--- src/rtl/gate_scheduler_pkg.sv ---
// Shared types for the suppressor gating-window scheduler.
//   sched_state_t : sequencer state (IDLE, RUN, DRAIN), exported for debug
//   MODE_PERIODIC : starts generated from the programmed period
//   MODE_EXT      : starts generated from ext_trig rising edges
package gate_sched_pkg;

    typedef enum logic [1:0] {
        IDLE  = 2'd0,
        RUN   = 2'd1,
        DRAIN = 2'd2
    } sched_state_t;

    localparam logic MODE_PERIODIC = 1'b0;
    localparam logic MODE_EXT      = 1'b1;

endpackage

--- src/rtl/gate_scheduler_if.sv ---
// Bundle between the register file / trigger logic (master) and the
// gate scheduler (slave).
//   master drives : arm, abort, cfg_*, ext_trig
//   slave drives  : sup_start, sup_clr, sup_delay_cnt, sup_total_cnt,
//                   busy, done, win_idx, drop_cnt, dbg_state
// Handshake: there is no ready path. arm and abort are single-cycle strobes
// sampled on every rising clock edge; the scheduler always accepts them,
// ignoring arm while busy and letting abort win when both are high.
// sup_start, sup_clr and done are single-cycle registered strobes.
interface gate_scheduler_if #(
    parameter int CW = 32,
    parameter int NW = 16,
    parameter int DW = 16
);
    import gate_sched_pkg::*;

    logic          arm;
    logic          abort;
    logic          cfg_mode;
    logic [CW-1:0] cfg_delay_cnt;
    logic [CW-1:0] cfg_total_cnt;
    logic [CW-1:0] cfg_period;
    logic [NW-1:0] cfg_num_win;
    logic          ext_trig;

    logic          sup_start;
    logic          sup_clr;
    logic [CW-1:0] sup_delay_cnt;
    logic [CW-1:0] sup_total_cnt;
    logic          busy;
    logic          done;
    logic [NW-1:0] win_idx;
    logic [DW-1:0] drop_cnt;
    sched_state_t  dbg_state;

    modport master (
        output arm, abort, cfg_mode, cfg_delay_cnt, cfg_total_cnt,
               cfg_period, cfg_num_win, ext_trig,
        input  sup_start, sup_clr, sup_delay_cnt, sup_total_cnt,
               busy, done, win_idx, drop_cnt, dbg_state
    );

    modport slave (
        input  arm, abort, cfg_mode, cfg_delay_cnt, cfg_total_cnt,
               cfg_period, cfg_num_win, ext_trig,
        output sup_start, sup_clr, sup_delay_cnt, sup_total_cnt,
               busy, done, win_idx, drop_cnt, dbg_state
    );

endinterface

--- src/rtl/gate_scheduler_timer.sv ---
// sched_timer: loadable down-counter that saturates at zero.
//   clk, rst_n  : clock, asynchronous active-low reset
//   load_i      : load load_val_i this cycle (takes priority over counting)
//   load_val_i  : value to load
//   val_o       : current count
//   zero_o      : count is zero
//   le1_o       : count is zero or one
module sched_timer #(
    parameter int CW = 32
) (
    input  logic          clk,
    input  logic          rst_n,
    input  logic          load_i,
    input  logic [CW-1:0] load_val_i,
    output logic [CW-1:0] val_o,
    output logic          zero_o,
    output logic          le1_o
);

    logic [CW-1:0] cnt_q;
    logic [CW-1:0] cnt_d;

    always_comb begin
        cnt_d = cnt_q;
        if (load_i) begin
            cnt_d = load_val_i;
        end else if (cnt_q != '0) begin
            cnt_d = cnt_q - 1'b1;
        end
    end

    always_ff @(posedge clk or negedge rst_n) begin
        if (!rst_n) begin
            cnt_q <= '0;
        end else begin
            cnt_q <= cnt_d;
        end
    end

    assign val_o  = cnt_q;
    assign zero_o = (cnt_q == '0);
    assign le1_o  = (cnt_q <= CW'(1));

endmodule

--- src/rtl/gate_scheduler.sv ---
// gate_scheduler: sequences sup_start pulses for one suppressor instance,
// either periodically for a programmed number of windows or from rising
// edges of ext_trig with hold-off and drop counting.
//   clk, rst_n : clock, asynchronous active-low reset
//   bus        : gate_scheduler_if slave modport (config/strobes in,
//                suppressor drive, status and debug state out)
// All outputs are registered.
module gate_scheduler
    import gate_sched_pkg::*;
#(
    parameter int CW = 32,
    parameter int NW = 16,
    parameter int DW = 16
) (
    input  logic             clk,
    input  logic             rst_n,
    gate_scheduler_if.slave  bus
);

    sched_state_t  state_q,     state_d;
    logic          sup_start_q, sup_start_d;
    logic          sup_clr_q,   sup_clr_d;
    logic          done_q,      done_d;
    logic          busy_q,      busy_d;
    logic [CW-1:0] delay_q,     delay_d;
    logic [CW-1:0] total_q,     total_d;
    logic [CW-1:0] peff_q,      peff_d;
    logic          mode_q,      mode_d;
    logic [NW-1:0] num_win_q,   num_win_d;
    logic [NW-1:0] win_idx_q,   win_idx_d;
    logic [DW-1:0] drop_q,      drop_d;
    logic          trig_prev_q;

    logic          trig_edge;
    logic          start_w;
    logic          win_load,    per_load;
    logic [CW-1:0] win_load_val, per_load_val;
    logic [CW-1:0] win_val,     per_val;
    logic          win_zero,    per_zero;
    logic          win_le1,     per_le1;
    logic          unused_timer;

    // win_rem: remaining cycles of the current suppressor window.
    sched_timer #(.CW(CW)) u_win_timer (
        .clk        (clk),
        .rst_n      (rst_n),
        .load_i     (win_load),
        .load_val_i (win_load_val),
        .val_o      (win_val),
        .zero_o     (win_zero),
        .le1_o      (win_le1)
    );

    // Periodic spacing between starts.
    sched_timer #(.CW(CW)) u_per_timer (
        .clk        (clk),
        .rst_n      (rst_n),
        .load_i     (per_load),
        .load_val_i (per_load_val),
        .val_o      (per_val),
        .zero_o     (per_zero),
        .le1_o      (per_le1)
    );

    assign unused_timer = ^{win_val, per_val, win_zero, per_zero};

    assign trig_edge = bus.ext_trig & ~trig_prev_q;

    always_comb begin
        state_d      = state_q;
        sup_start_d  = 1'b0;
        sup_clr_d    = 1'b0;
        done_d       = 1'b0;
        delay_d      = delay_q;
        total_d      = total_q;
        peff_d       = peff_q;
        mode_d       = mode_q;
        num_win_d    = num_win_q;
        win_idx_d    = win_idx_q;
        drop_d       = drop_q;
        start_w      = 1'b0;
        win_load     = 1'b0;
        win_load_val = '0;
        per_load     = 1'b0;
        per_load_val = '0;

        if (bus.abort) begin
            // Abort outranks everything, including a same-cycle arm.
            sup_clr_d = 1'b1;
            state_d   = IDLE;
            win_load  = 1'b1;
            per_load  = 1'b1;
        end else begin
            unique case (state_q)
                IDLE: begin
                    if (bus.arm) begin
                        delay_d   = bus.cfg_delay_cnt;
                        total_d   = bus.cfg_total_cnt;
                        // Starts never come closer than one window apart.
                        peff_d    = (bus.cfg_period > bus.cfg_total_cnt) ?
                                    bus.cfg_period : bus.cfg_total_cnt;
                        mode_d    = bus.cfg_mode;
                        num_win_d = bus.cfg_num_win;
                        win_idx_d = '0;
                        drop_d    = '0;
                        win_load  = 1'b1;
                        if (bus.cfg_total_cnt == '0) begin
                            done_d = 1'b1;
                        end else if (bus.cfg_mode == MODE_PERIODIC) begin
                            start_w = 1'b1;
                        end else begin
                            state_d = RUN;
                        end
                    end
                end
                RUN: begin
                    if (mode_q == MODE_PERIODIC) begin
                        if (per_le1) start_w = 1'b1;
                    end else if (trig_edge) begin
                        // win_rem <= 1 lets the next start land on the
                        // suppressor's last active cycle.
                        if (win_le1) begin
                            start_w = 1'b1;
                        end else if (drop_q != '1) begin
                            drop_d = drop_q + 1'b1;
                        end
                    end
                end
                DRAIN: begin
                    if (win_le1) begin
                        done_d  = 1'b1;
                        state_d = IDLE;
                    end
                end
                default: state_d = IDLE;
            endcase

            if (start_w) begin
                sup_start_d  = 1'b1;
                win_load     = 1'b1;
                win_load_val = total_d;
                per_load     = 1'b1;
                per_load_val = peff_d;
                win_idx_d    = win_idx_d + 1'b1;
                state_d      = (num_win_d != '0 && win_idx_d == num_win_d) ?
                               DRAIN : RUN;
            end
        end
    end

    assign busy_d = (state_d != IDLE);

    always_ff @(posedge clk or negedge rst_n) begin
        if (!rst_n) begin
            state_q     <= IDLE;
            sup_start_q <= 1'b0;
            sup_clr_q   <= 1'b0;
            done_q      <= 1'b0;
            busy_q      <= 1'b0;
            delay_q     <= '0;
            total_q     <= '0;
            peff_q      <= '0;
            mode_q      <= MODE_PERIODIC;
            num_win_q   <= '0;
            win_idx_q   <= '0;
            drop_q      <= '0;
            trig_prev_q <= 1'b0;
        end else begin
            state_q     <= state_d;
            sup_start_q <= sup_start_d;
            sup_clr_q   <= sup_clr_d;
            done_q      <= done_d;
            busy_q      <= busy_d;
            delay_q     <= delay_d;
            total_q     <= total_d;
            peff_q      <= peff_d;
            mode_q      <= mode_d;
            num_win_q   <= num_win_d;
            win_idx_q   <= win_idx_d;
            drop_q      <= drop_d;
            trig_prev_q <= bus.ext_trig;
        end
    end

    assign bus.sup_start     = sup_start_q;
    assign bus.sup_clr       = sup_clr_q;
    assign bus.sup_delay_cnt = delay_q;
    assign bus.sup_total_cnt = total_q;
    assign bus.busy          = busy_q;
    assign bus.done          = done_q;
    assign bus.win_idx       = win_idx_q;
    assign bus.drop_cnt      = drop_q;
    assign bus.dbg_state     = state_q;

endmodule
--- src/flat_wrapper.sv ---
// flat-port wrapper written by rule: the top's interface ports become plain ports
module gate_scheduler_flat import gate_sched_pkg::*;
#(
    parameter int CW = 32,
    parameter int NW = 16,
    parameter int DW = 16
)
  (clk, rst_n, bus_arm, bus_abort, bus_cfg_mode, bus_cfg_delay_cnt, bus_cfg_total_cnt, bus_cfg_period, bus_cfg_num_win, bus_ext_trig, bus_sup_start, bus_sup_clr, bus_sup_delay_cnt, bus_sup_total_cnt, bus_busy, bus_done, bus_win_idx, bus_drop_cnt, bus_dbg_state);
  gate_scheduler_if #(.CW(CW), .NW(NW), .DW(DW)) bus_i ();
  input  logic clk;
  input  logic rst_n;
  input wire logic [$bits(bus_i.arm)-1:0] bus_arm;
  input wire logic [$bits(bus_i.abort)-1:0] bus_abort;
  input wire logic [$bits(bus_i.cfg_mode)-1:0] bus_cfg_mode;
  input wire logic [$bits(bus_i.cfg_delay_cnt)-1:0] bus_cfg_delay_cnt;
  input wire logic [$bits(bus_i.cfg_total_cnt)-1:0] bus_cfg_total_cnt;
  input wire logic [$bits(bus_i.cfg_period)-1:0] bus_cfg_period;
  input wire logic [$bits(bus_i.cfg_num_win)-1:0] bus_cfg_num_win;
  input wire logic [$bits(bus_i.ext_trig)-1:0] bus_ext_trig;
  output wire logic [$bits(bus_i.sup_start)-1:0] bus_sup_start;
  output wire logic [$bits(bus_i.sup_clr)-1:0] bus_sup_clr;
  output wire logic [$bits(bus_i.sup_delay_cnt)-1:0] bus_sup_delay_cnt;
  output wire logic [$bits(bus_i.sup_total_cnt)-1:0] bus_sup_total_cnt;
  output wire logic [$bits(bus_i.busy)-1:0] bus_busy;
  output wire logic [$bits(bus_i.done)-1:0] bus_done;
  output wire logic [$bits(bus_i.win_idx)-1:0] bus_win_idx;
  output wire logic [$bits(bus_i.drop_cnt)-1:0] bus_drop_cnt;
  output wire logic [$bits(bus_i.dbg_state)-1:0] bus_dbg_state;
  assign bus_i.arm = bus_arm;
  assign bus_i.abort = bus_abort;
  assign bus_i.cfg_mode = bus_cfg_mode;
  assign bus_i.cfg_delay_cnt = bus_cfg_delay_cnt;
  assign bus_i.cfg_total_cnt = bus_cfg_total_cnt;
  assign bus_i.cfg_period = bus_cfg_period;
  assign bus_i.cfg_num_win = bus_cfg_num_win;
  assign bus_i.ext_trig = bus_ext_trig;
  assign bus_sup_start = bus_i.sup_start;
  assign bus_sup_clr = bus_i.sup_clr;
  assign bus_sup_delay_cnt = bus_i.sup_delay_cnt;
  assign bus_sup_total_cnt = bus_i.sup_total_cnt;
  assign bus_busy = bus_i.busy;
  assign bus_done = bus_i.done;
  assign bus_win_idx = bus_i.win_idx;
  assign bus_drop_cnt = bus_i.drop_cnt;
  assign bus_dbg_state = bus_i.dbg_state;
  gate_scheduler #(.CW(CW), .NW(NW), .DW(DW)) u_core (.clk(clk), .rst_n(rst_n), .bus(bus_i));
endmodule
--- config.mk ---
export PLATFORM = sky130hd
export DESIGN_NAME = gate_scheduler_flat
export DESIGN_NICKNAME = d
export VERILOG_FILES = /design/src/rtl/gate_scheduler_pkg.sv /design/src/rtl/gate_scheduler_if.sv /design/src/rtl/gate_scheduler_timer.sv /design/src/rtl/gate_scheduler.sv /design/src/flat_wrapper.sv
export SDC_FILE = /design/constraint.sdc
export NUM_CORES = 1
export LEC_CHECK = 0
export ABC_AREA = 1
export BUFFER_PORTS_ARGS = -buffer_cell sky130_fd_sc_hd__buf_2
export CAP_MARGIN = 40
export CORE_MARGIN = 4
export CORE_UTILIZATION = 45
export CTS_BUF_LIST = sky130_fd_sc_hd__clkbuf_16
export DETAILED_ROUTE_END_ITERATION = 8
export GPL_ROUTABILITY_DRIVEN = 0
export PLACE_DENSITY = 0.66
export SYNTH_ARGS = -nofsm -noshare
export SYNTH_HDL_FRONTEND = slang
export SYNTH_SLANG_ARGS = --single-unit
--- constraint.sdc ---
create_clock -name clk -period 3.9 [get_ports clk]
set_input_delay 0.39 -clock clk [delete_from_list [all_inputs] [get_ports clk]]
set_output_delay 0.39 -clock clk [all_outputs]
set_load 0.05 [all_outputs]
=== Word-level counts from Yosys, hierarchy flattened ===
Index checks and enable logic that the tools add are counted.

* Register bits: 216
* Bits in latches: 0
* RAM bits: 0
* Memory bits (read-only): 0
* Bits of input ports: 118
* Output and inout bits: 102
* Logic and storage cells: 101
* Memories: 0

* Add/sub/neg operators: 4
* Multiply operators: 0
* Div/mod/pow operators: 0
* Order comparisons: 3
* Eq/ne operators: 9
* Shift-type cells: 0
* Multiplexer cells: 55
* Bitwise logic cells: 3
* Reductions and logical operators: 12

{| class="wikitable"
|+ Operators by type and width
! operator !! number
|-
| $mux 32 || 13
|-
| $mux 16 || 12
|-
| $le 32x1->1 const B || 2
|-
| $reduce_bool 32->1 || 2
|-
| $sub 32x1->32 const B || 2
|-
| $add 16x1->16 const B || 2
|-
| $gt 32x32->1 || 1
|-
| $logic_not 32->1 || 1
|-
| $pmux 16 s2 || 1
|-
| $mux 1 || 19
|-
| $eq 16x16->1 || 1
|-
| $ne 16x16->1 const B || 1
|-
| $reduce_bool 16->1 || 1
|-
| $mux 2 || 7
|-
| $reduce_bool 2->1 || 4
|-
| $reduce_and 7->1 || 1
|-
| $ne 2x1->1 const B || 3
|-
| $pmux 2 s3 || 1
|-
| $ne 2x2->1 const B || 2
|-
| $pmux 1 s2 || 2
|-
| $reduce_and 3->1 || 1
|-
| $eq 2x1->1 const B || 1
|-
| $eq 2x2->1 const B || 1
|-
| $logic_not 2->1 || 1
|-
| 3 further kinds || 4
|}

=== Logic depth before layout (Yosys ltp) ===
* Depth in word-level cells: 10
* Mapped depth: 22
* Gate-level depth less buffers: 19

=== By module ===
From an unflattened synthesis, not the netlist that was laid out.

* Cells, all modules: 1956
* Area, all modules: 13738.2 µm²

{| class="wikitable"
|+ Modules (own cells, without submodules)
! module !! times used !! cells each !! area each (µm²) !! seq. area each (µm²)
|-
| gate_scheduler || 1 || 1265 || 9218.8 || 3803.6
|-
| sched_timer at u_core.u_win_timer || 1 || 346 || 2270.9 || 800.8
|-
| sched_timer at u_core.u_per_timer || 1 || 345 || 2248.4 || 800.8
|}

=== Worst setup path after synthesis ===
Ideal clock, no wire load.

* Path kind: register -> register
* From: register u_core.state_q[1], in the netlist u_core.bus.dbg_state[1]
* To: register u_core.busy_q, in the netlist u_core.bus.busy
* Setup time: 0.132 ns
* Data arrival time: 2.986 ns
* Data required time: 3.768 ns
* Path slack: 0.782 ns
* Cell stages (with the launch flop): 20
* Buffers on the path: 3
* Clock period less this slack: 3.118 ns
* Path through: dfrtp_1 -> nor2_1 -> nand2_1 -> buf_4 -> inv_1 -> buf_2 -> buf_1 -> nor2_1 -> ha_1 -> nand4_1 -> nor2_1 -> nand3_1 -> nand2_1 -> nand2_1 -> nand2_1 -> nand2_1 -> nor3_1 -> nand3_1 -> nand3_1 -> nand3_1

* Cells in the longest elaborated chain, start to end: 10
* Elaborated cells on any way between the ends: 22
* Those cells by class: 1 x add/sub; 3 x eq/ne; 14 x mux; 4 x reduce/logical

{| class="wikitable"
|+ RTL lines
! item !! line !! RTL
|-
| start: declaration || gate_scheduler.sv:20 || <nowiki>sched_state_t state_q, state_d;</nowiki>
|-
| start signal: assignment || gate_scheduler.sv:169 || <nowiki>state_q <= state_d;</nowiki>
|-
| $logic_not 2->1 || gate_scheduler.sv:94 || <nowiki>unique case (state_q)</nowiki>
|-
| $mux 16 || gate_scheduler.sv:94 ||
|-
| $mux 16 || gate_scheduler.sv:87 || <nowiki>if (bus.abort) begin</nowiki>
|-
| $add 16x1->16 || gate_scheduler.sv:144 || <nowiki>win_idx_d = win_idx_d + 1'b1;</nowiki>
|-
| $eq 16x16->1 || gate_scheduler.sv:145 || <nowiki>state_d = (num_win_d != '0 && win_idx_d == num_win_d) ?</nowiki>
|-
| $logic_and 1x1->1 || gate_scheduler.sv:145 ||
|-
| $mux 2 || gate_scheduler.sv:145 ||
|-
| $mux 2 (*) || gate_scheduler.sv:138 || <nowiki>if (start_w) begin</nowiki>
|-
| $mux 2 (*) || gate_scheduler.sv:87 ||
|-
| $reduce_bool 2->1 (*) || gate_scheduler.sv:151 || <nowiki>assign busy_d = (state_d != IDLE);</nowiki>
|-
| via u_core.busy_d || gate_scheduler.sv:24 || <nowiki>logic busy_q, busy_d;</nowiki>
|-
| end signal: assignment || gate_scheduler.sv:173 || <nowiki>busy_q <= busy_d;</nowiki>
|-
| end: declaration || gate_scheduler.sv:24 ||
|}

The timed path passes the listed nets; every way through them passes the cells marked *. The select of a mux whose other input is x is not followed.
A chain may end at the register's enable or synchronous reset.

=== Final worst setup path ===
Same ends and word-level chain as after synthesis.

==> impl_metrics.csv <==
group,metric,value,unit
synth,ys_seq_area_frac,0.405,
global_route,grt_max_degree,117,
floorplan,start_util,0.461,
cells_and_area,multiInputGateArea,6650,um^2
sta,setup_slack,0.663,ns
sta,setup_tns,0,ns
sta,slew_violations,0,
critical_path,required,4.30,ns
power_and_ir_drop,total_power,10.2,mW
critical_path,cp_max_fo,49,
clocking,clk_pin_slew,0.06,ns
power_and_ir_drop,p_leak,8.22,nW
floorplan,coreArea,28900,um^2
floorplan,die_x,180,um
synth,async_flop_share,1.00,
global_route,grt_antenna_before_repair,2,
drt,route.detailed.drc,0,
synth,synth_edf_count,0,
global_route,grt_pass1_vias,12400,
floorplan,die_area,32400,um^2
synth,synth.top_cell.area_share,0.405,
clocking,cts-root-buf,"clkbuf_16",
sta,worstMarginPinSlew,0.774,ns
synth,ys_ff_latch,216,
placement,pre_cts_ws,0.728,ns
clocking,postCtsHoldBufs,2,
power_and_ir_drop,max-vdd-ir-drop,0.375,mV
global_route,grt_first_pass_wirelength,64300,um
drt,firstDrtPassIters,5,
synth,syn_area,13300,um^2
cells_and_area,area.sequential,5410,um^2
clocking,h-tree-depth,1,
global_route,grt.overflow.total,0,
drt,postRouteAntennaNets,0,
cells_and_area,nNetsFinal,2187,
sta,slew_headroom,0.484,
sta,fmax,309,MHz
floorplan,die_height,180,um
drt,drt_iter0_drc,1129,
cells_and_area,fin_util,0.539,
cells_and_area,drive_gt1_frac,0.160,
cells_and_area,fillers,2781,
power_and_ir_drop,p_per_area,651,nW/um^2
drt,via_per_inst,5.35,
sta,fin_skew,0.0150,ns
synth,ys.flop_type,"dfrtp_1",
sta,period_needed,3.24,ns
clocking,cts.sinks,216,
synth,synthCells,1841,
drt,vias,13000,
synth,yosys_warnings,0,
sta,setup_viol,0,
drt,drt-total-wl,39700,um
clocking,cts_tree,"yes",
min_path,hold_class,"in -> reg",
synth,synthesis.nets,1998,
critical_path,critPathLaunchType,"flop",
clocking,cts_inserted_buffers,26,
cells_and_area,area_delta_synth_final,17.0,%
synth,synth.distinct_cells,45,
placement,place_hpwl,29300,um
synth,yosys.area.top_type,"dfrtp_1",
synth,synthTopCellsByArea,"dfrtp_1 41%, nand2_1 12%, inv_1 7.0%",
critical_path,arrival,3.64,ns
critical_path,end_kind,"flop",
flow_run,max_cap_violations,0,
critical_path,path_class,"reg -> reg",
sta,rsz0062_at_grt,"false",
clocking,cts_resized,0,
placement,port_buffers,219,
floorplan,rows,62,
status,status,"completed",
global_route,gr-usage-all-layers,0.237,
cells_and_area,fin_cells,2435,
drt,wl_per_cell,16.3,um
clocking,clockBufferDepth,3,
floorplan,io-pin-count,220,
clocking,post_cts_buffers,0,
synth,syn_area_per_cell,7.24,um^2
clocking,clock_latency,0.53,ns
sta,finalHoldViolCount,0,
placement,dp.cells,2384,
sta,fin_crit_sh,0.830,
-- cells by family after synthesis --
family,share of synthesized area
xor gates and xnor gates,0.0289
adders and majority gates,0.0366
and+or+nand+nor,0.281
buffers and inverters,0.0968
DFF,0.405
muxes,0.0270
AOI/OAI and AO/OA,0.125
-- through the flow --
| step | hold WS [ns] | area [um^2] |
|---|---|---|
| after floorplan | 0.0944 | 13300 |
| final | 0.0960 | 15600 |
| after global placement | 0.465 | 14800 |
| after detailed placement | 0.471 | 14800 |
| after global routing | 0.0811 | 15600 |
| after CTS | 0.0676 | 15600 |
-- path summary, 6_finish.rpt --
kind / start / end / slack, ns / cells past startpoint
worst max-delay path: u_core.bus.dbg_state[1] / u_core.bus.busy / 0.66 / 15
worst max register to register: u_core.bus.dbg_state[1] / u_core.bus.busy / 0.66 / 15
worst min-delay path: bus_cfg_delay_cnt[0] / u_core.bus.sup_delay_cnt[0] / 0.1 / 2
worst min register to register: u_core.num_win_q[15] / u_core.num_win_q[15] / 0.48 / 2
max in group asynchronous: rst_n / u_core.peff_q[20] / 2.54 / 3
min in group asynchronous: rst_n / u_core.bus.sup_delay_cnt[0] / 0.50 / 2
-- placed cells by master, fill, tap and decap left out, types with 5 or more instances in the layout --
cell type,instances
a21oi_1,94
buf_2,218
buf_4,14
clkbuf_16,27
clkinv_1,5
dfrtp_1,216
ha_1,39
inv_1,257
mux2_2,32
nand2_1,410
nand3_1,168
nand3b_1,6
nand4_1,29
nor2_1,188
nor2_2,6
nor3_1,27
nor4_1,8
o21ai_0,172
o21ai_1,6
o22a_1,12
o22ai_1,5
o31ai_1,10
or2_1,6
or2_2,8
xnor2_1,10
xor2_1,34
-- final cells by class --
cell class,count,area share
Inverter,252,0.0608
Tap cell,384,0.0308
Clock buffer,27,0.0433
Multi-Input combinational cell,1296,0.426
Sequential cell,216,0.346
Clock inverter,20,0.00914
Timing Repair Buffer,238,0.0828
Antenna cell,2,0.000321
-- registers in the layout, summed over array words and instances (netlist names) --
register	flops
u_core.bus.sup_delay_cnt	32
u_core.bus.sup_total_cnt	32
u_core.peff_q	32
u_core.u_per_timer.val_o	32
u_core.u_win_timer.val_o	32
u_core.bus.drop_cnt	16
u_core.bus.win_idx	16
u_core.num_win_q	16
u_core.bus.dbg_state	2
u_core.bus.busy	1
u_core.bus.done	1
u_core.bus.sup_clr	1
u_core.bus.sup_start	1
u_core.mode_q	1
u_core.trig_prev_q	1
-- power by group --
part | switching, mW | internal [mW]
logic | 3.09 | 1.40
registers | 0.464 | 2.86
clock network | 0.965 | 1.38
-- cell usage after synthesis, drive strengths merged, types with 5 or more instances --
master	n
or2	17
buf	40
inv	251
clkbuf	37
nand3b	6
nor2	195
o31ai	10
xnor2	10
dfrtp	216
nor4	8
ha	39
xor2	34
o22a	12
a21oi	95
nand3	169
nand4	30
nand2	414
nor3	27
mux2	32
o22ai	5
o21ai	178
-- per-layer routing --
layer	global-route usage	wire length [um]
met5	0	13
met4	0.0626	1020
met3	0.0345	3040
met2	0.382	18000
met1	0.337	17600
-- critical path: stages (launching register included) --
cell	delay, ns
dfrtp_1	0.43
nor2_1	0.14
nand2_4	0.39
inv_1	0.27
nor2_1	0.16
ha_1	0.20
nand4_1	0.18
nor2_1	0.42
nand2_1	0.13
nand3b_1	0.12
nand2_1	0.05
nand3b_1	0.16
nor2_1	0.11
nand3_1	0.13
nand3_1	0.12
nand3_1	0.08
Note: power is estimated with default switching activity, not from simulation.
